===== src/rtl/alu_seq_pkg.sv =====
// Shared opcodes, controller state encoding and sizing constants for alu_sequencer.
package alu_seq_pkg;
  localparam int DEF_DATA_W = 16;
  // One shared-adder pass per multiplier bit.
  localparam int MUL_ITERS  = DEF_DATA_W;

  localparam logic [3:0] OP_ADD = 4'h0;
  localparam logic [3:0] OP_SUB = 4'h1;
  localparam logic [3:0] OP_MUL = 4'h2;
  localparam logic [3:0] OP_AND = 4'h3;
  localparam logic [3:0] OP_OR  = 4'h4;
  localparam logic [3:0] OP_XOR = 4'h5;

  typedef enum logic [1:0] {
    ST_IDLE     = 2'd0,
    ST_EXEC     = 2'd1,
    ST_MUL_ITER = 2'd2,
    ST_DONE     = 2'd3
  } state_t;
endpackage


===== src/rtl/alu_sequencer_add_sub_w.sv =====
// Ripple add/sub shared by single-cycle ops and the MUL iterations; combinational.
// mode=1 inverts b and injects carry-in, so the result is a-b with carry=1 meaning no borrow.
module add_sub_w #(
  parameter int DATA_W = 16
) (
  input  logic [DATA_W-1:0] a,
  input  logic [DATA_W-1:0] b,
  input  logic              mode,
  output logic [DATA_W-1:0] sum,
  output logic              carry_out,
  output logic              overflow
);
  logic [DATA_W-1:0] w_b;
  logic              w_chain;
  logic              w_cin_msb;

  assign w_b = b ^ {DATA_W{mode}};

  always_comb begin
    sum       = '0;
    w_chain   = mode;
    w_cin_msb = 1'b0;
    for (int i = 0; i < DATA_W; i++) begin
      if (i == DATA_W - 1) w_cin_msb = w_chain;
      sum[i]  = a[i] ^ w_b[i] ^ w_chain;
      w_chain = (a[i] & w_b[i]) | (w_chain & (a[i] ^ w_b[i]));
    end
    carry_out = w_chain;
    overflow  = w_chain ^ w_cin_msb;
  end
endmodule


===== src/rtl/alu_sequencer.sv =====
// Sequential ALU: one request at a time; 2 cycles to response (MUL: DATA_W+1), shift-add MUL.
// Accepts only in IDLE; response held in DONE until rsp_ready, then back to IDLE next cycle.
module alu_sequencer
  import alu_seq_pkg::*;
#(
  parameter int DATA_W = MUL_ITERS
) (
  input  logic                  clk,
  input  logic                  reset,
  input  logic                  req_valid,
  output logic                  req_ready,
  input  logic [3:0]            opcode,
  input  logic [DATA_W-1:0]     dataA,
  input  logic [DATA_W-1:0]     dataB,
  output logic                  rsp_valid,
  input  logic                  rsp_ready,
  output logic [2*DATA_W-1:0]   result,
  output logic                  carry,
  output logic                  err
);
  localparam int CNT_W = $clog2(DATA_W);

  state_t                r_state, w_state_nxt;
  logic [3:0]            r_op;
  logic [DATA_W-1:0]     r_a, r_b;
  logic [2*DATA_W-1:0]   r_prod, r_result, w_prod_nxt;
  logic [CNT_W-1:0]      r_cnt;
  logic                  r_carry, r_err;
  logic [DATA_W-1:0]     w_add_a, w_add_b, w_sum;
  logic                  w_mode, w_co, w_ov, w_accept, w_last;

  assign w_accept = req_valid && (r_state == ST_IDLE);
  assign w_last   = (r_cnt == CNT_W'(DATA_W - 1));

  // MUL_ITER adds B into the product's upper half when the current multiplier bit is set.
  always_comb begin
    w_add_a = r_a;
    w_add_b = r_b;
    w_mode  = 1'b0;
    if (r_state == ST_MUL_ITER) begin
      w_add_a = r_prod[2*DATA_W-1:DATA_W];
      w_add_b = r_prod[0] ? r_b : '0;
    end else begin
      w_mode = (r_op == OP_SUB);
    end
  end

  add_sub_w #(.DATA_W(DATA_W)) u_add_sub (
    .a         (w_add_a),
    .b         (w_add_b),
    .mode      (w_mode),
    .sum       (w_sum),
    .carry_out (w_co),
    .overflow  (w_ov)
  );

  assign w_prod_nxt = {w_co, w_sum, r_prod[DATA_W-1:1]};

  always_ff @(posedge clk) begin
    if (reset) r_state <= ST_IDLE;
    else       r_state <= w_state_nxt;
  end

  always_comb begin
    w_state_nxt = r_state;
    req_ready   = 1'b0;
    rsp_valid   = 1'b0;
    unique case (r_state)
      ST_IDLE: begin
        req_ready = 1'b1;
        if (req_valid) w_state_nxt = (opcode == OP_MUL) ? ST_MUL_ITER : ST_EXEC;
      end
      ST_EXEC:     w_state_nxt = ST_DONE;
      ST_MUL_ITER: if (w_last) w_state_nxt = ST_DONE;
      ST_DONE: begin
        rsp_valid = 1'b1;
        if (rsp_ready) w_state_nxt = ST_IDLE;
      end
      default:     w_state_nxt = ST_IDLE;
    endcase
  end

  always_ff @(posedge clk) begin
    if (reset) begin
      r_op     <= '0;
      r_a      <= '0;
      r_b      <= '0;
      r_prod   <= '0;
      r_cnt    <= '0;
      r_result <= '0;
      r_carry  <= 1'b0;
      r_err    <= 1'b0;
    end else begin
      if (w_accept) begin
        r_op   <= opcode;
        r_a    <= dataA;
        r_b    <= dataB;
        r_prod <= {{DATA_W{1'b0}}, dataA};
        r_cnt  <= '0;
      end
      if (r_state == ST_EXEC) begin
        r_carry <= 1'b0;
        r_err   <= 1'b0;
        unique case (r_op)
          OP_ADD, OP_SUB: begin
            r_result <= {{DATA_W{1'b0}}, w_sum};
            r_carry  <= w_co;
            r_err    <= w_ov;
          end
          OP_AND:  r_result <= {{DATA_W{1'b0}}, r_a & r_b};
          OP_OR:   r_result <= {{DATA_W{1'b0}}, r_a | r_b};
          OP_XOR:  r_result <= {{DATA_W{1'b0}}, r_a ^ r_b};
          default: begin
            r_result <= '0;
            r_err    <= 1'b1;
          end
        endcase
      end
      if (r_state == ST_MUL_ITER) begin
        r_prod <= w_prod_nxt;
        // Counter parks on its last value; the next accept clears it.
        if (w_last) begin
          r_result <= w_prod_nxt;
          r_carry  <= 1'b0;
          r_err    <= 1'b0;
        end else begin
          r_cnt <= r_cnt + 1'b1;
        end
      end
    end
  end

  assign result = r_result;
  assign carry  = r_carry;
  assign err    = r_err;
endmodule


===== config.mk =====
export PLATFORM = sky130hd
export DESIGN_NAME = alu_sequencer
export DESIGN_NICKNAME = d
export VERILOG_FILES = /design/src/rtl/alu_seq_pkg.sv /design/src/rtl/alu_sequencer_add_sub_w.sv /design/src/rtl/alu_sequencer.sv
export SDC_FILE = /design/constraint.sdc
export NUM_CORES = 1
export LEC_CHECK = 0
export BUFFER_PORTS_ARGS = -buffer_cell sky130_fd_sc_hd__buf_2
export CAP_MARGIN = 20
export CORE_MARGIN = 1.5
export CORE_UTILIZATION = 56
export CTS_BUF_LIST = sky130_fd_sc_hd__clkbuf_8
export DETAILED_ROUTE_END_ITERATION = 7
export PLACE_DENSITY = 0.78
export REMOVE_ABC_BUFFERS = 1
export SLEW_MARGIN = 40
export SYNTH_ARGS = -nofsm -noshare
export SYNTH_HDL_FRONTEND = slang
export SYNTH_SLANG_ARGS = --single-unit

===== constraint.sdc =====
create_clock -name clk -period 21.1 [get_ports clk]
set_clock_uncertainty 0.2 [all_clocks]
set_input_delay 1.055 -clock clk [delete_from_list [all_inputs] [get_ports clk]]
set_output_delay 1.055 -clock clk [all_outputs]
set_load 0.02 [all_outputs]

# == Word level (Yosys, flattened, before mapping) ==
# Index checks and enable logic that the tools add are counted.
# classes
n_reduce_logical,7
n_mux,28
bitwise_logic,85
eq_ne,12
n_addsub,1
# ops
op,count
two-way mux 32 bit,5
one-hot mux 16 bit (4 select lines),1
two-way mux 16 bit,3
bitwise XOR 1 bit,33
bitwise AND 1 bit,32
bitwise XOR 16 bit,2
bitwise AND 16 bit,1
OR 1 bit,16
OR 16 bit,1
two-way mux 4 bit,3
two-way mux 1 bit,10
"== test 4 x 2 -> 1 bit, second input constant",2
"== test 4 x 3 -> 1 bit, second input constant",2
two-way mux 2 bit,4
one-hot mux 2 bit (4 select lines),1
"inequality test 2 bit, second input constant",3
"adder 4 x 1 -> 4 bit, second input constant",1
"== test 2 bit, second input constant",2
"== test 4 x 1 -> 1 bit, second input constant",1
"== test 4 bit, second input constant",1
logical NOT 4 bit,1
AND reduction 3 bit,1
OR reduction 3 bit,1
"== test 2 x 1 -> 1 bit, second input constant",1
5 further kinds,5
# word_totals
in_bits,40
regBits,108
wordCells,142
out_inout_bits,36

# == Logic depth before layout (Yosys ltp) ==
# Gate-level depths: netlist (run 1).
# depth
ltp_word,41
ltp_mapped,30
mapped_depth_nobuf,28

# == By module ==
# A second synthesis (run 1) with hierarchy kept.
# hier_totals
cells_unflattened,793
area_unflattened_um2,6348.6
# by_module_without_submodules
mod,seq_area_each_um2,instances,area_per_inst_um2,cells_per_inst
alu_sequencer,2162.1,1,5751.8,730
add_sub_w,0.0,1,596.8,63

# == Least setup slack after synthesis (run 1) ==
# No wires, ideal clock.
# synth_timing
path_kind,register to register
startpoint,reg r_state[0]
endpoint,"reg r_result[15], in the netlist result[15]"
synth_period_minus_slack_ns,8.956
setup_ns,0.091
t_arrival_ns,8.665
path_stages_with_launch,31
slack_ns,12.144
t_required_ns,20.809
path_buffers,2
path_cell_list,dfxtp_1 > inv_1 > ha_1 > buf_2 > inv_1 > nand3b_1 > o21ai_0 > buf_2 > mux2i_1 > fa_1 > fa_1 > fa_1 > fa_1 > fa_1 > fa_1 > fa_1 > fa_1 > fa_1 > fa_1 > fa_1 > fa_1 > inv_1 > fa_1 > inv_1 > fa_1 > inv_1 > fa_1 > nor2_1 > a31oi_1 > a2bb2oi_1 > a311oi_1
# synth_between
elab_chain_len,39
elab_cells_between_ends,73
classes_between,2 x eq/ne; 7 x mux; 64 x bitwise
# synth_rtl
item,line_no,source
"start, declared",alu_sequencer.sv:23,"state_t r_state, w_state_nxt;"
"start signal, assigned",alu_sequencer.sv:61,else r_state <= w_state_nxt;
== test 2 bit,"alu_sequencer.sv:40, alu_sequencer.sv:119",
two-way mux 16 bit or two-way mux 1 bit (tied branches),alu_sequencer.sv:40,if (r_state == ST_MUL_ITER) begin
bitwise XOR 16 bit,alu_sequencer_add_sub_w.sv:17,assign w_b = b ^ {DATA_W{mode}};
bitwise XOR 1 bit,"alu_sequencer_add_sub_w.sv:25, alu_sequencer_add_sub_w.sv:26",
bitwise AND 1 bit,alu_sequencer_add_sub_w.sv:26,w_chain = (a[i] & w_b[i]) | (w_chain & (a[i] ^ w_b[i]));
OR 1 bit,alu_sequencer_add_sub_w.sv:26,
bitwise AND 1 bit,alu_sequencer_add_sub_w.sv:26,
OR 1 bit,alu_sequencer_add_sub_w.sv:26,
[23 not listed],--,
OR 1 bit,alu_sequencer_add_sub_w.sv:26,
bitwise AND 1 bit,alu_sequencer_add_sub_w.sv:26,
OR 1 bit,alu_sequencer_add_sub_w.sv:26,
bitwise XOR 1 bit,alu_sequencer_add_sub_w.sv:25,sum[i] = a[i] ^ w_b[i] ^ w_chain;
one-hot mux 16 bit (4 select lines),alu_sequencer.sv:104,unique case (r_op)
two-way mux 32 bit,alu_sequencer.sv:101,if (r_state == ST_EXEC) begin
two-way mux 32 bit,alu_sequencer.sv:122,if (w_last) begin
two-way mux 32 bit (*),alu_sequencer.sv:119,if (r_state == ST_MUL_ITER) begin
"end signal, assigned",alu_sequencer.sv:106,"r_result <= {{DATA_W{1'b0}}, w_sum};"
"end signal, assigned",alu_sequencer.sv:110,"OP_AND: r_result <= {{DATA_W{1'b0}}, r_a & r_b};"
"end signal, assigned",alu_sequencer.sv:123,r_result <= w_prod_nxt;
"end, declared",alu_sequencer.sv:26,"logic [2*DATA_W-1:0] r_prod, r_result, w_prod_nxt;"
# Every way passes the cells marked *; elsewhere a longest branch is shown, timed or not.
# A chain may end at the register's enable or synchronous reset.

# == Final worst setup path (run 1) ==
# Same ends and word-level chain as after synthesis.

==> results.txt, run 1 <==
- Die width: 106 µm
- Worst-path clk slew: 100 ps
* Worst voltage drop across the vdd grid: 0.000123 V
* Min Tclk post-route: 10350 ps
- The routed design has 14.6 mm of wire.
- Largest buffer count on any clock path: 2
- The first global-routing pass estimated 24.6 mm of wire.
- Number of endpoints with negative hold slack in the final report: 0
* Hold-fix buffer count after cts: 0
- Leakage power summed over all cells: 0.00270 µW
- Placeable Area: 10300 µm²
- Area occupied by multi-input gates: 3340 µm²
* Total of fill cells in the finished design: 885
- Cell type of the slowest stage on the worst timing path: nand3b_1
- Arrival time of the worst setup path: 10440 ps
* ANT cells: 0
- Min setup slack post-route: 10750 ps
- Die outline height: 106 µm
* Top FF cell, synth: dfxtp_1
- Headroom to the max-slew limit came out at 45.1%.
- Across the run, the number of max-cap violations was 0.
- Routed length per instance: 15.9 µm
- The critical path is of the reg -> reg type.
* Global Route Usage Sum: 27.1%
* DPL Wire Length: 9.53 mm
- After detailed routing, the number of vias per cell comes to 5.78.
- Type of the worst min-delay path: reg -> reg
* Global-route congestion overflow total: 0
- The initial utilization of the core area, before any placement, comes to 57.8%.
- For this block, the initial DRC count from the detailed router was 512.
- Status: completed
- Worst-margin pin slew: 823 ps
* RSZ-0062 raised after global routing: no
* Setup TNS: 0 ps
- Post-Synthesis Cell Area: 5960 µm²
- After detailed routing, the number of remaining DRC violations is 0.
* Worst path required time: 21190 ps
- Sequential share of the synthesized area: 36.2%
- Based on the critical path, the design can be clocked at up to 96.6 MHz.
- For this run, the number of Yosys warnings is 0.
* DR vias: 5317
* Number of instances resized during post-cts repair: 0
- Largest net degree at the start of global routing: 82
- Clock latency on the worst-skew pair, taken at its later pin, is 390 ps.
- Post-Place Worst Slack: 10780 ps
- Most numerous cell on the critical path: fa_1
* Total power per unit cell area: 112 nW/µm²
* Proportion of layout cells with a drive suffix above 1: 14.2%
- Setup violations remaining at the end of the flow were counted as 0.
- STA classifies the critical path startpoint as a register.
- Number of detailed-routing iterations run before antenna repair: 5
- The count of cells in the finished layout, fillers not included, comes to 920.
- Summing internal, switching and leakage power gives 731 µW.
- Counting flops with an async set or reset pin after synthesis yields a share of 0%.
- Number of cells produced by synthesis: 745
- CTS Buf Count: 9
- Area delta synth->final: 8.92%
- The via count of the first global-routing pass came to 5212.
- Count of unique library cells instantiated by Yosys: 48
* Net count of the finished layout: 872
* Clock root cell: clkbuf_8
- TritonCTS built the clock tree.
- CTS H-Tree Depth: 3
- Capturing element type of the critical path: register
- CTS saw 108 sinks.
- The synthesized design contains 108 register bits.
* Number of I/O pins: 76
* Count of placed standard cells including taps: 905
* Antenna-violating nets left: 0
* Post-route clock period utilization: 49.1%
- In this run, synthesis inferred 0 flip-flops with an integrated enable.
* Die ar.: 11300 µm²
* Number of antenna violations at the first check in global routing: 0
- In this run the core area contains 37 standard-cell rows.
* # Post-CTS Setup Buffers: 0
* Avg Cell Area, Syn: 8.01 µm²
- Area taken by flip-flops and latches: 2160 µm²
- Peak fanout along the critical path: 57
* Biggest cell delay along the critical path: 560 ps
- Slew Viols, Final: 0
- Count of buffers inserted at the top-level ports: 75
- The congestion estimate from routability-driven global placement came to 0.811.
==> Yosys cell counts, types with 2 or more instances <==
cell type    n  area (µm²)
a31oi_1     20         125
nor3_1       2        10.0
dfxtp_1    108        2160
nor4b_1      3        26.3
a221oi_1    15         131
buf_6        2        22.5
nand3b_1    14         105
or3_1        2        12.5
clkbuf_1    38         143
o21ai_0     42         210
a311oi_1    16         140
buf_2       10        50.1
xor2_1       2        17.5
a2bb2oi_1    2        17.5
and4_1       2        17.5
nand4b_1     2        17.5
a211oi_1     3        22.5
inv_1       55         206
o41ai_2      6        97.6
nor2_1      76         285
o41ai_1      7        61.3
o21ai_1      6        30.0
fa_1        15         300
buf_1        9        33.8
and3_1       2        12.5
nand3_1     20         100
mux2i_1     17         170
ha_1        37         463
and2_1       2        12.5
nand2_1    135         507
mux2_2       2        22.5
a21oi_1     57         285
==> logic make-up (layout without fill, tap and decap cells) <==
family | count (synthesis) | count (layout) | share of synthesized area, %
xor+xnor | 3 | 3 | 0.441
mux | 19 | 19 | 3.23
buf+inv | 115 | 154 | 7.76
flops | 108 | 108 | 36.2
simple gates | 267 | 267 | 19.7
fa+ha+maj | 52 | 52 | 12.8
compound gates | 181 | 181 | 19.8
==> area by class of cell <==
cell class              instances  share of cell area (%)
clock inverters                 4                   0.270
multi-input cells             522                    51.4
repair buffers                 84                    6.86
well taps                     136                    2.62
flip-flops and latches        108                    33.3
inverters                      55                    3.18
clock buffers                  11                    2.33
==> metrics by stage <==
stage / area [µm²] / hold WS [ps] / utilization (%)
5_1_grt: 6500 / 292 / 62.9
2_1_floorplan: 5710 / 241 / -
4_1_cts: 6500 / 274 / 62.9
3_3_place_gp: 6330 / 254 / 61.3
6_report: 6500 / 272 / 62.9
3_5_place_dp: 6330 / 259 / 61.3
==> flip-flops by register name, summed over array words and instances, names as in the netlist <==
| name | flops |
|---|---|
| err | 1 |
| r_op | 4 |
| r_cnt | 4 |
| result | 32 |
| r_state | 2 |
| carry | 1 |
| r_b | 16 |
| r_a | 16 |
| r_prod | 32 |
==> layer usage <==
layer,track usage [%],routed length [µm],vias up
li1,-,-,2612
met1,35.3,6580,2520
met2,44.9,6970,158
met3,4.11,717,27
met4,10.8,333,0
met5,0,0,-
==> placed cells by master (no fill, tap or decap), drive strengths merged, types with 2 or more instances in the layout <==
cell,instances
mux2,2
o21ai,48
nor2,76
clkinv,2
nand2,135
fa,15
a211oi,3
nor4b,3
o41ai,13
inv,57
dfxtp,108
buf,84
clkbuf,11
a31oi,20
and2,2
ha,37
xor2,2
nand3,20
and4,2
a2bb2oi,2
mux2i,17
a311oi,16
a221oi,15
nor3,2
or3,2
nand3b,14
and3,2
a21oi,57
nand4b,2
==> worst max-delay path, delay by kind of cell (launching register included) <==
kind                       cells  cell delay, ps
and+or+nand+nor                2             680
adders and majority gates     16            6770
DFF                            1             400
muxes                          1             140
buffers and inverters          7            1220
AOI/OAI and AO/OA              4             820
==> power breakdown <==
| part | internal (µW) | switching (µW) | leakage [µW] | total (µW) |
|---|---|---|---|---|
| logic | 112 | 213 | 0.00172 | 325 |
| clock network | 47.7 | 69.8 | 0.0000976 | 117 |
| registers | 248 | 41.1 | 0.000882 | 289 |
| total | 407 | 324 | 0.00270 | 731 |
==> worst paths after layout <==
path                            startpoint    endpoint  slack (ps)  cells after the start
worst max-delay path            r_state[0]  result[15]       10750                     30
worst min-delay path            r_prod[25]  r_prod[25]         270                      2
worst max register to register  r_state[0]  result[15]       10750                     30
worst min register to register  r_prod[25]  r_prod[25]         270                      2
(Power assumes the default switching activity.)
==> run 2: changes to the inputs <==
--- a/config.mk
+++ b/config.mk
@@ -8,7 +8,7 @@
 export BUFFER_PORTS_ARGS = -buffer_cell sky130_fd_sc_hd__buf_2
 export CAP_MARGIN = 20
 export CORE_MARGIN = 1.5
-export CORE_UTILIZATION = 56
+export CORE_UTILIZATION = 54
 export CTS_BUF_LIST = sky130_fd_sc_hd__clkbuf_8
 export DETAILED_ROUTE_END_ITERATION = 7
 export PLACE_DENSITY = 0.78
==> constraint.sdc (replaced) <==
create_clock -name clk -period 9.3 [get_ports clk]
set_clock_uncertainty 0.2 [all_clocks]
set_input_delay 0.465 -clock clk [delete_from_list [all_inputs] [get_ports clk]]
set_output_delay 0.465 -clock clk [all_outputs]
set_load 0.02 [all_outputs]
==> results.txt, run 2 (synthesized netlist as in run 1, its figures left out) <==
- After global routing the overflow that remains totals 0.
* Net count of the finished layout: 878
- Once layout is complete, the utilization of the core stands at 61.0%.
* Largest net degree at the start of global routing: 79
* Number of vias per cell: 5.87
- DRC: 0
- Achievable Freq: 113 MHz
* Crit path launch type: register
* Number of I/O pins: 76
- The hold violation total from the final report is 0.
- Dividing the final minimum period by the clock period gives 94.9%.
- Highest-count cells in the layout ignoring fill and taps: nand2_1 (134), dfxtp_1 (107), nor2_1 (76)
- Most numerous cell on the critical path: fa_1
- Latest clock arrival within the worst-skew pair: 390 ps
- After detailed placement, the design holds a cell count of 915.
- Number of detailed-routing iterations run before antenna repair: 5
- The clock passes through at most 2 buffers.
- Setup repair after global routing left no endpoint under its margin.
- Number of antenna violations at the first check in global routing: 0
* Proportion of layout cells with a drive suffix above 1: 15.3%
- Detailed route wirelength on metal3: 891 µm
- Max-cap violations in this run came to 0.
- Peak fanout along the critical path: 11
- Wire length of the first global-routing pass: 24.9 mm
- Die ar.: 11700 µm²
- STA classifies the critical path endpoint as a register.
- Std-Cell Rows: 38
- Leakage power summed over all cells: 0.00274 µW
- Detailed-routed wire length on met2: 7.40 mm
* Final setup vio count: 0
- Initial DRC count: 438
- The repair_antennas step left the layout with diodes totalling 0.
- CTS Buf Count: 9
- Global Route Usage Sum: 27.0%
* Type of the setup path with the least slack: reg -> reg
* Count of buffers inserted at the top-level ports: 75
* Die outline height: 108 µm
- Signal routing reaches up to met4.
* Hold-fix buffer count after cts: 0
- Clock root cell: clkbuf_8
- Placeable Area: 10800 µm²
- Slew Viols, Final: 0
- Data on the critical path is required at its endpoint by 9410 ps.
- Arrival time of the worst setup path: 8940 ps
* Cell type of the slowest stage on the worst timing path: dfxtp_1
* Routed length per instance: 16.3 µm
- At the pin with the least slew margin, the transition time is 806 ps.
* Most frequent standard cell in the layout excluding fill and tap cells: nand2_1
- After legalization and detailed placement, the total HPWL measured 9.79 mm.
- For the finished layout, the period the worst path requires is 8830 ps.
- Type of the worst min-delay path: in -> reg
* Area delta synth->final: 10.5%
- Worst-path clk slew: 110 ps
- Total of fill cells in the finished design: 946
- Worst voltage drop across the vdd grid: 0.000284 V
* Total power per unit cell area: 261 nW/µm²
* Initial Util: 55.3%
- Via count of the first global-routing pass: 5189
- At the end of routability-driven placement, the weighted congestion stood at 0.891.
- TritonCTS clock tree: yes
* Worst relative slew slack: 46.2%
- The die is 108 µm wide.
- The flow ran to the end, and the final reports show no timing, DRC or antenna violations.
* Non-Filler Instances: 931
* DR vias: 5468
* CTS H-Tree Depth: 3
- Number of clock sinks: 108
* Met1 wire length: 6.61 mm
- Antenna-violating nets left: 0
- Biggest cell delay along the critical path: 530 ps
* Post-detailed-routing wire length: 15.1 mm
## run 2: layout make-up
cell class,instances,area (µm²),share of cell area [%]
Clock buffer,11,151,2.30
Clock inverter,5,51.3,0.779
Inverter,55,206,3.13
Multi-Input combinational cell,522,3350,50.8
Sequential cell,108,2160,32.8
Tap cell,140,175,2.66
Timing Repair Buffer,90,494,7.50
## run 2: path summary, 6_finish.rpt
| path | from | end | slack [ps] | depth (start not counted) |
|---|---|---|---|---|
| max | r_op[2] | result[15] | 470 | 26 |
| min | dataB[14] | r_b[14] | 100 | 3 |
| max reg2reg | r_op[2] | result[15] | 470 | 26 |
| min reg2reg | r_prod[19] | r_prod[19] | 280 | 2 |
## run 2: repair_timing
item                       in CTS  in global routing
setup endpoints to repair       0                  1
buffers inserted                0                  0
gates resized for setup         0                  5
## run 2: worst max-delay path: cells and delay by family, from the launching register on
kind / cells / cell delay [ps]
AOI/OAI and AO/OA: 4 / 610
and+or+nand+nor: 3 / 500
buffers and inverters: 4 / 450
adders and majority gates: 15 / 6500
DFF: 1 / 530
## run 2: power breakdown
group | total (µW) | internal, µW | switching, µW
Sequential | 648 | 562 | 86.0
Clock | 302 | 138 | 165
Combinational | 769 | 267 | 502
Total | 1720 | 967 | 753
## run 2: per-layer routing
| layer | up-vias | GRT usage (%) |
|---|---|---|
| li1 | 2622 | - |
| met1 | 2645 | 35.5 |
| met2 | 176 | 45.1 |
| met3 | 25 | 3.80 |
| met4 | 0 | 9.87 |
| met5 | - | 0 |
## run 2: per-stage QoR
stage	hold slack, ps	power [µW]	area (µm²)	setup TNS, ps	worst slack (ps)
3_5_place_dp	261	1410	6380	0	271
4_1_cts	95.3	1710	6580	0	257
6_report	95.3	1720	6590	0	473
5_1_grt	106	1840	6590	0	43.6
3_3_place_gp	253	1380	6380	0	450
2_1_floorplan	241	1160	5710	-15680	-1660
